[src/rtl/register_pkg.sv]
// ----------------------------------------------------------------------------
// register_pkg
//
// Shared definitions for the register family of blocks.
//
// Contents:
//   DEFAULT_WIDTH  - default data width for register blocks
//   DEFAULT_STAGES - default number of pipeline stages
//   countWidth()   - bits needed to hold an occupancy value of 0..stages
// ----------------------------------------------------------------------------
package register_pkg;

    localparam int DEFAULT_WIDTH  = 4;
    localparam int DEFAULT_STAGES = 2;

    // An occupancy counter must represent every value from empty (0) up to
    // completely full (stages), so it needs clog2(stages+1) bits.
    function automatic int countWidth(input int stages);
        return $clog2(stages + 1);
    endfunction

endpackage

[src/rtl/pipe_register_if.sv]
// ----------------------------------------------------------------------------
// pipe_register_if
//
// Handshake bundle for the elastic pipeline register.
//
// Signals:
//   in_valid  - producer has a word on in_data
//   in_data   - input word (WIDTH bits)
//   in_ready  - pipeline accepts in_data this cycle
//   out_valid - out_data holds a valid word
//   out_data  - oldest held word (WIDTH bits)
//   out_ready - consumer takes out_data this cycle
//   count     - number of occupied stages
//
// Modports:
//   master - the environment side (drives producer data and consumer ready)
//   slave  - the pipeline side
// ----------------------------------------------------------------------------
interface pipe_register_if
    import register_pkg::*;
#(
    parameter int WIDTH  = DEFAULT_WIDTH,
    parameter int STAGES = DEFAULT_STAGES
) ();

    localparam int CW = countWidth(STAGES);

    logic             in_valid;
    logic [WIDTH-1:0] in_data;
    logic             in_ready;
    logic             out_valid;
    logic [WIDTH-1:0] out_data;
    logic             out_ready;
    logic [CW-1:0]    count;

    modport master (
        output in_valid, in_data, out_ready,
        input  in_ready, out_valid, out_data, count
    );

    modport slave (
        input  in_valid, in_data, out_ready,
        output in_ready, out_valid, out_data, count
    );

endinterface

[src/rtl/pipe_stage.sv]
// ----------------------------------------------------------------------------
// pipe_stage
//
// One stage of the elastic pipeline: a valid bit plus a data word.
//
// Ports:
//   clk      - clock, rising edge
//   rst      - asynchronous active-low reset (clears valid and data)
//   flush    - synchronous clear of the valid bit
//   load_i   - stage may take the upstream word this cycle
//   upVld_i  - upstream valid
//   upDat_i  - upstream data
//   vld_o    - stage holds a valid word
//   dat_o    - word held by the stage
// ----------------------------------------------------------------------------
module pipe_stage
    import register_pkg::*;
#(
    parameter int WIDTH = DEFAULT_WIDTH
) (
    input  logic             clk,
    input  logic             rst,
    input  logic             flush,
    input  logic             load_i,
    input  logic             upVld_i,
    input  logic [WIDTH-1:0] upDat_i,
    output logic             vld_o,
    output logic [WIDTH-1:0] dat_o
);

    logic             vld_q;
    logic             vld_d;
    logic [WIDTH-1:0] dat_q;
    logic [WIDTH-1:0] dat_d;

    // When the stage is allowed to load it copies the upstream valid bit,
    // which is how a bubble moves forward. The data word only changes when
    // a real word arrives, so an emptied stage keeps showing its last word.
    // Flush drops the valid bit but deliberately leaves the data alone.
    always_comb begin
        vld_d = vld_q;
        dat_d = dat_q;
        if (load_i) begin
            vld_d = upVld_i;
            if (upVld_i) begin
                dat_d = upDat_i;
            end
        end
        if (flush) begin
            vld_d = 1'b0;
        end
    end

    // Stage storage; reset clears both the valid bit and the data word.
    always_ff @(posedge clk or negedge rst) begin
        if (!rst) begin
            vld_q <= 1'b0;
            dat_q <= '0;
        end else begin
            vld_q <= vld_d;
            dat_q <= dat_d;
        end
    end

    assign vld_o = vld_q;
    assign dat_o = dat_q;

endmodule

[src/rtl/pipe_register.sv]
// ----------------------------------------------------------------------------
// pipe_register
//
// Parametrised elastic pipeline register with valid/ready handshake,
// per-stage back-pressure with bubble collapse, synchronous flush and an
// occupancy counter.
//
// Parameters:
//   WIDTH  - data width in bits (>= 1)
//   STAGES - number of register stages (>= 1)
//
// Ports:
//   clk   - clock, rising edge
//   rst   - asynchronous active-low reset
//   flush - synchronous clear of every stage; input is refused that cycle
//   bus   - pipe_register_if slave: in_valid/in_data/in_ready on the
//           producer side, out_valid/out_data/out_ready on the consumer
//           side, and count (number of occupied stages)
// ----------------------------------------------------------------------------
module pipe_register
    import register_pkg::*;
#(
    parameter int WIDTH  = DEFAULT_WIDTH,
    parameter int STAGES = DEFAULT_STAGES
) (
    input  logic           clk,
    input  logic           rst,
    input  logic           flush,
    pipe_register_if.slave bus
);

    localparam int CW = countWidth(STAGES);

    logic [STAGES-1:0]            vld;
    logic [STAGES-1:0][WIDTH-1:0] dat;
    logic [STAGES:0]              rdy;
    logic                         accept;
    logic                         emit;
    logic [CW-1:0]                count_q;
    logic [CW-1:0]                count_d;

    // Ready ripples backwards from the consumer: a stage can take a word if
    // it is empty or if the stage ahead of it is itself ready. Because this
    // is combinational, an empty stage anywhere lets everything behind it
    // advance, which is what collapses bubbles under back-pressure.
    always_comb begin
        rdy         = '0;
        rdy[STAGES] = bus.out_ready;
        for (int k = STAGES - 1; k >= 0; k--) begin
            rdy[k] = !vld[k] || rdy[k+1];
        end
    end

    // Stage 0 is fed from the producer (gated off during flush so the
    // incoming word is dropped); every later stage is fed from its
    // predecessor.
    for (genvar k = 0; k < STAGES; k++) begin : gStage
        logic             upVld;
        logic [WIDTH-1:0] upDat;

        if (k == 0) begin : gHead
            assign upVld = bus.in_valid && !flush;
            assign upDat = bus.in_data;
        end else begin : gBody
            assign upVld = vld[k-1];
            assign upDat = dat[k-1];
        end

        pipe_stage #(
            .WIDTH (WIDTH)
        ) uStage (
            .clk     (clk),
            .rst     (rst),
            .flush   (flush),
            .load_i  (rdy[k]),
            .upVld_i (upVld),
            .upDat_i (upDat),
            .vld_o   (vld[k]),
            .dat_o   (dat[k])
        );
    end

    assign bus.in_ready  = rdy[0] && !flush;
    assign bus.out_valid = vld[STAGES-1];
    assign bus.out_data  = dat[STAGES-1];

    assign accept = bus.in_valid && bus.in_ready;
    assign emit   = bus.out_valid && bus.out_ready;

    // Occupancy tracks accepts minus emits so it always matches the number
    // of valid stages. An emit during a flush cycle is a genuine transfer to
    // the consumer, but the flush empties everything anyway, so the counter
    // simply goes to zero.
    always_comb begin
        count_d = count_q;
        if (flush) begin
            count_d = '0;
        end else if (accept && !emit) begin
            count_d = count_q + CW'(1);
        end else if (emit && !accept) begin
            count_d = count_q - CW'(1);
        end
    end

    // Occupancy register, cleared by reset.
    always_ff @(posedge clk or negedge rst) begin
        if (!rst) begin
            count_q <= '0;
        end else begin
            count_q <= count_d;
        end
    end

    assign bus.count = count_q;

endmodule

[src/flat_wrapper.sv]
// flat-port wrapper written by rule: the top's interface ports become plain ports
module pipe_register_flat import register_pkg::*;
#(
    parameter int WIDTH  = DEFAULT_WIDTH,
    parameter int STAGES = DEFAULT_STAGES
)
  (clk, rst, flush, bus_in_valid, bus_in_data, bus_out_ready, bus_in_ready, bus_out_valid, bus_out_data, bus_count);
  pipe_register_if #(.WIDTH(WIDTH), .STAGES(STAGES)) bus_i ();
  input  logic clk;
  input  logic rst;
  input  logic flush;
  input wire logic [$bits(bus_i.in_valid)-1:0] bus_in_valid;
  input wire logic [$bits(bus_i.in_data)-1:0] bus_in_data;
  input wire logic [$bits(bus_i.out_ready)-1:0] bus_out_ready;
  output wire logic [$bits(bus_i.in_ready)-1:0] bus_in_ready;
  output wire logic [$bits(bus_i.out_valid)-1:0] bus_out_valid;
  output wire logic [$bits(bus_i.out_data)-1:0] bus_out_data;
  output wire logic [$bits(bus_i.count)-1:0] bus_count;
  assign bus_i.in_valid = bus_in_valid;
  assign bus_i.in_data = bus_in_data;
  assign bus_i.out_ready = bus_out_ready;
  assign bus_in_ready = bus_i.in_ready;
  assign bus_out_valid = bus_i.out_valid;
  assign bus_out_data = bus_i.out_data;
  assign bus_count = bus_i.count;
  pipe_register #(.WIDTH(WIDTH), .STAGES(STAGES)) u_core (.clk(clk), .rst(rst), .flush(flush), .bus(bus_i));
endmodule
[config.mk]
export PLATFORM = sky130hd
export DESIGN_NAME = pipe_register_flat
export DESIGN_NICKNAME = d
export VERILOG_FILES = /design/src/rtl/register_pkg.sv /design/src/rtl/pipe_register_if.sv /design/src/rtl/pipe_stage.sv /design/src/rtl/pipe_register.sv /design/src/flat_wrapper.sv
export SDC_FILE = /design/constraint.sdc
export NUM_CORES = 1
export LEC_CHECK = 0
export BUFFER_PORTS_ARGS = -buffer_cell sky130_fd_sc_hd__buf_4
export CAP_MARGIN = 20
export CELL_PAD_IN_SITES_DETAIL_PLACEMENT = 1
export CELL_PAD_IN_SITES_GLOBAL_PLACEMENT = 2
export CORE_ASPECT_RATIO = 1.2
export CORE_UTILIZATION = 27
export CTS_CLUSTER_DIAMETER = 120
export DETAILED_ROUTE_END_ITERATION = 16
export PLACE_DENSITY = 0.81
export SYNTH_ARGS = -nofsm -noshare
export SYNTH_HDL_FRONTEND = slang
export SYNTH_SLANG_ARGS = --single-unit
[constraint.sdc]
create_clock -name clk -period 1.19 [get_ports clk]
set_input_delay 0.0595 -clock clk [delete_from_list [all_inputs] [get_ports clk]]
set_output_delay 0.0595 -clock clk [all_outputs]
set_load 0.005 [all_outputs]
==> impl_metrics.yaml <==
timing:
  max_freq_mhz: 775
  skew_ns: 0.00260
  finalWorstSetupSlack_ns: -0.0995
  finalSetupViolations: 2
  final.period_utilization_pct: 108
  rsz0062_at_grt: "true"
  tightest_slew_ns: 0.343
  period_minus_slack_ns: 1.29
  setup-tns-final_ns: -0.118
  hold_viol: 0
  maxSlewHeadroom_pct: 76.9
  drv_slew: 0
synth:
  synth.cell_area_um2: 544
  synth_flop_cell: "dfrtp_1"
  ys_warn_count: 0
  yosysMostFrequentCell: "dfrtp_1"
  yosysSeqAreaShare_pct: 55.2
  synth_top_area_share_pct: 55.2
  yosysTopAreaCell: "dfrtp_1"
  yosysUniqueCellTypes: 19
  synth-seq-cells: 12
  synth_edf_count: 0
  avgSynthCellArea_um2: 12.7
  synth_common_cells: "12 x dfrtp_1, 8 x mux2_2, 5 x nor2_1"
  syn_inst: 43
  synth.net_count: 52
  synth_area_leaders: "dfrtp_1 55%, mux2_2 17%, and3b_2 3.7%, nor2_1 3.4%, and4bb_2 2.3%"
  async_reset_ff_share_pct: 100
finish:
  antenna_cells: 0
  post-route-util_pct: 42.8
  nFillCells: 220
  layout-drive-gt1-share_pct: 63.2
  fin_nets: 79
  syn2layout_area_growth_pct: 47.1
floorplanning:
  core_area_mm2: 0.00187
  dieHeight_um: 51.2
  start_util_pct: 29.1
  die-width_um: 43.0
  io_pins: 17
  die_area_mm2: 0.00220
  row_count: 17
routing:
  vias_per_cell: 4.86
  drc: 0
  num_vias: 423
  wl_um: 1210
  ant_nets: 0
  first_pass_iters: 3
  wl_per_cell_um: 13.9
  drt_iter0_drc: 1
cts:
  cts_tree: "done"
  clock_path_buffers: 2
  cts_buffers: 3
  clk_latency_ns: 0.26
  path_clk_slew_ns: 0.07
  cts_root_buffer: "clkbuf_4"
  htree_num_levels: 1
  clock_sinks: 12
pwr:
  total_power_uw: 998
  ir_drop_uv: 675
  p_leak_nw: 0.386
  pwr_density_cell_mw_per_mm2: 1250
grt:
  grt_pass1_vias: 449
  grt_usage_pct: 11.5
  grt_pass1_wl_um: 1860
  antenna_found_initial: 0
  grt_max_degree: 13
  grt_overflow: 0
worst_setup_path:
  crit_required_ns: 1.34
  crit_fanout: 7
  start_kind: "flip-flop"
  cp-end-kind: "flip-flop"
  critical_path_class: "flip-flop to flip-flop"
  worst_ep_arrival_time_ns: 1.44
placement:
  port_buffers: 16
  place.gp.congestion: 0.709
  dp_hpwl_um: 888
  place_ws_ns: -0.0999
outcome:
  violations: "negative setup slack"
  status: "finished with violations"
job:
  maxCapViolCount: 0
worst_hold_path:
  hold_class: "input pin to flip-flop"
cells by family after synthesis:
| kind of cell | share of synthesized area (%) |
|---|---|
| simple gates | 16.1 |
| mux | 18.6 |
| flops | 55.2 |
| compound gates | 8.74 |
| buf+inv | 1.38 |
per-layer routing:
layer  GRT usage (%)  vias up  wire length (um)
met4            6.06        0                 8
met1            13.3      208               506
met5               0        -                 0
met3            2.12        2                23
met2            19.9        7               670
li1                -      206                 -
flip-flops by register name, summed over array words and instances (netlist names):
register / count
u_core.bus.count: 2
u_core.gStage.uStage.dat_o: 8
u_core.gStage.uStage.vld_o: 2
worst max-delay path, stage by stage, from the launching register on:
cell and delay (ns):
dfrtp_2 0.44, and4bb_2 0.26, a31oi_4 0.16, mux2_4 0.32
cells in the final DEF (no fill, tap or decap), types with 2 or more instances in the layout:
cell / n
mux2_2: 4
buf_4: 21
mux2_4: 5
inv_1: 2
nor2_1: 4
clkbuf_4: 3
dfrtp_1: 11
and3b_2: 2
final cells by class:
class                      instances  area [um2]  share of cell area [%]
inverter                           2        7.51                   0.938
tap                               19        23.8                    2.97
timing repair buffer              22         168                    20.9
multi-input combinational         29         278                    34.7
sequential                        12         302                    37.7
clock buffer                       3        22.5                    2.81
metrics by stage:
| step | cells | area, um2 | hold WS, ns |
|---|---|---|---|
| finish | 87 | 801 | 0.0240 |
| global route | 87 | 801 | 0.0232 |
| CTS | 87 | 758 | 0.0120 |
| detailed placement | 82 | 718 | -0.0921 |
| global placement | 82 | 718 | -0.0916 |
| floorplan | 43 | 544 | -0.236 |
where the power goes:
group,internal (mW),leakage (nW),switching (mW)
clock network,0.117,0.0138,0.117
logic,0.166,0.226,0.0870
registers,0.474,0.146,0.0372
total,0.757,0.386,0.241
worst paths after layout:
| path | slack, ns | start | end | cells after the start |
|---|---|---|---|---|
| hold / removal | 0.02 | flush | u_core.gStage[1].uStage.vld_o$_DFFE_PN0P_ | 2 |
| setup reg to reg | -0.1 | u_core.gStage[1].uStage.vld_o$_DFFE_PN0P_ | u_core.bus.count[1]$_DFFE_PN0P_ | 3 |
| min in group asynchronous | 0.17 | rst | u_core.gStage[0].uStage.vld_o$_DFFE_PN0P_ | 2 |
| max in group asynchronous | 0.86 | rst | u_core.gStage[1].uStage.vld_o$_DFFE_PN0P_ | 2 |
| hold reg to reg | 0.51 | u_core.gStage[0].uStage.dat_o[2]$_DFFE_PN0P_ | u_core.gStage[0].uStage.dat_o[2]$_DFFE_PN0P_ | 1 |
| setup / recovery | -0.1 | u_core.gStage[1].uStage.vld_o$_DFFE_PN0P_ | u_core.bus.count[1]$_DFFE_PN0P_ | 3 |
repair_timing:
action,in CTS,in global routing
hold buffers,1,0
pin swaps,0,2
setup buffers,1,0
gates resized for setup,0,11
hold endpoints to repair,12,0
endpoints found under the setup margin,7,11
gates cloned,0,0
No activity file was read; power rests on OpenSTA's default activity.
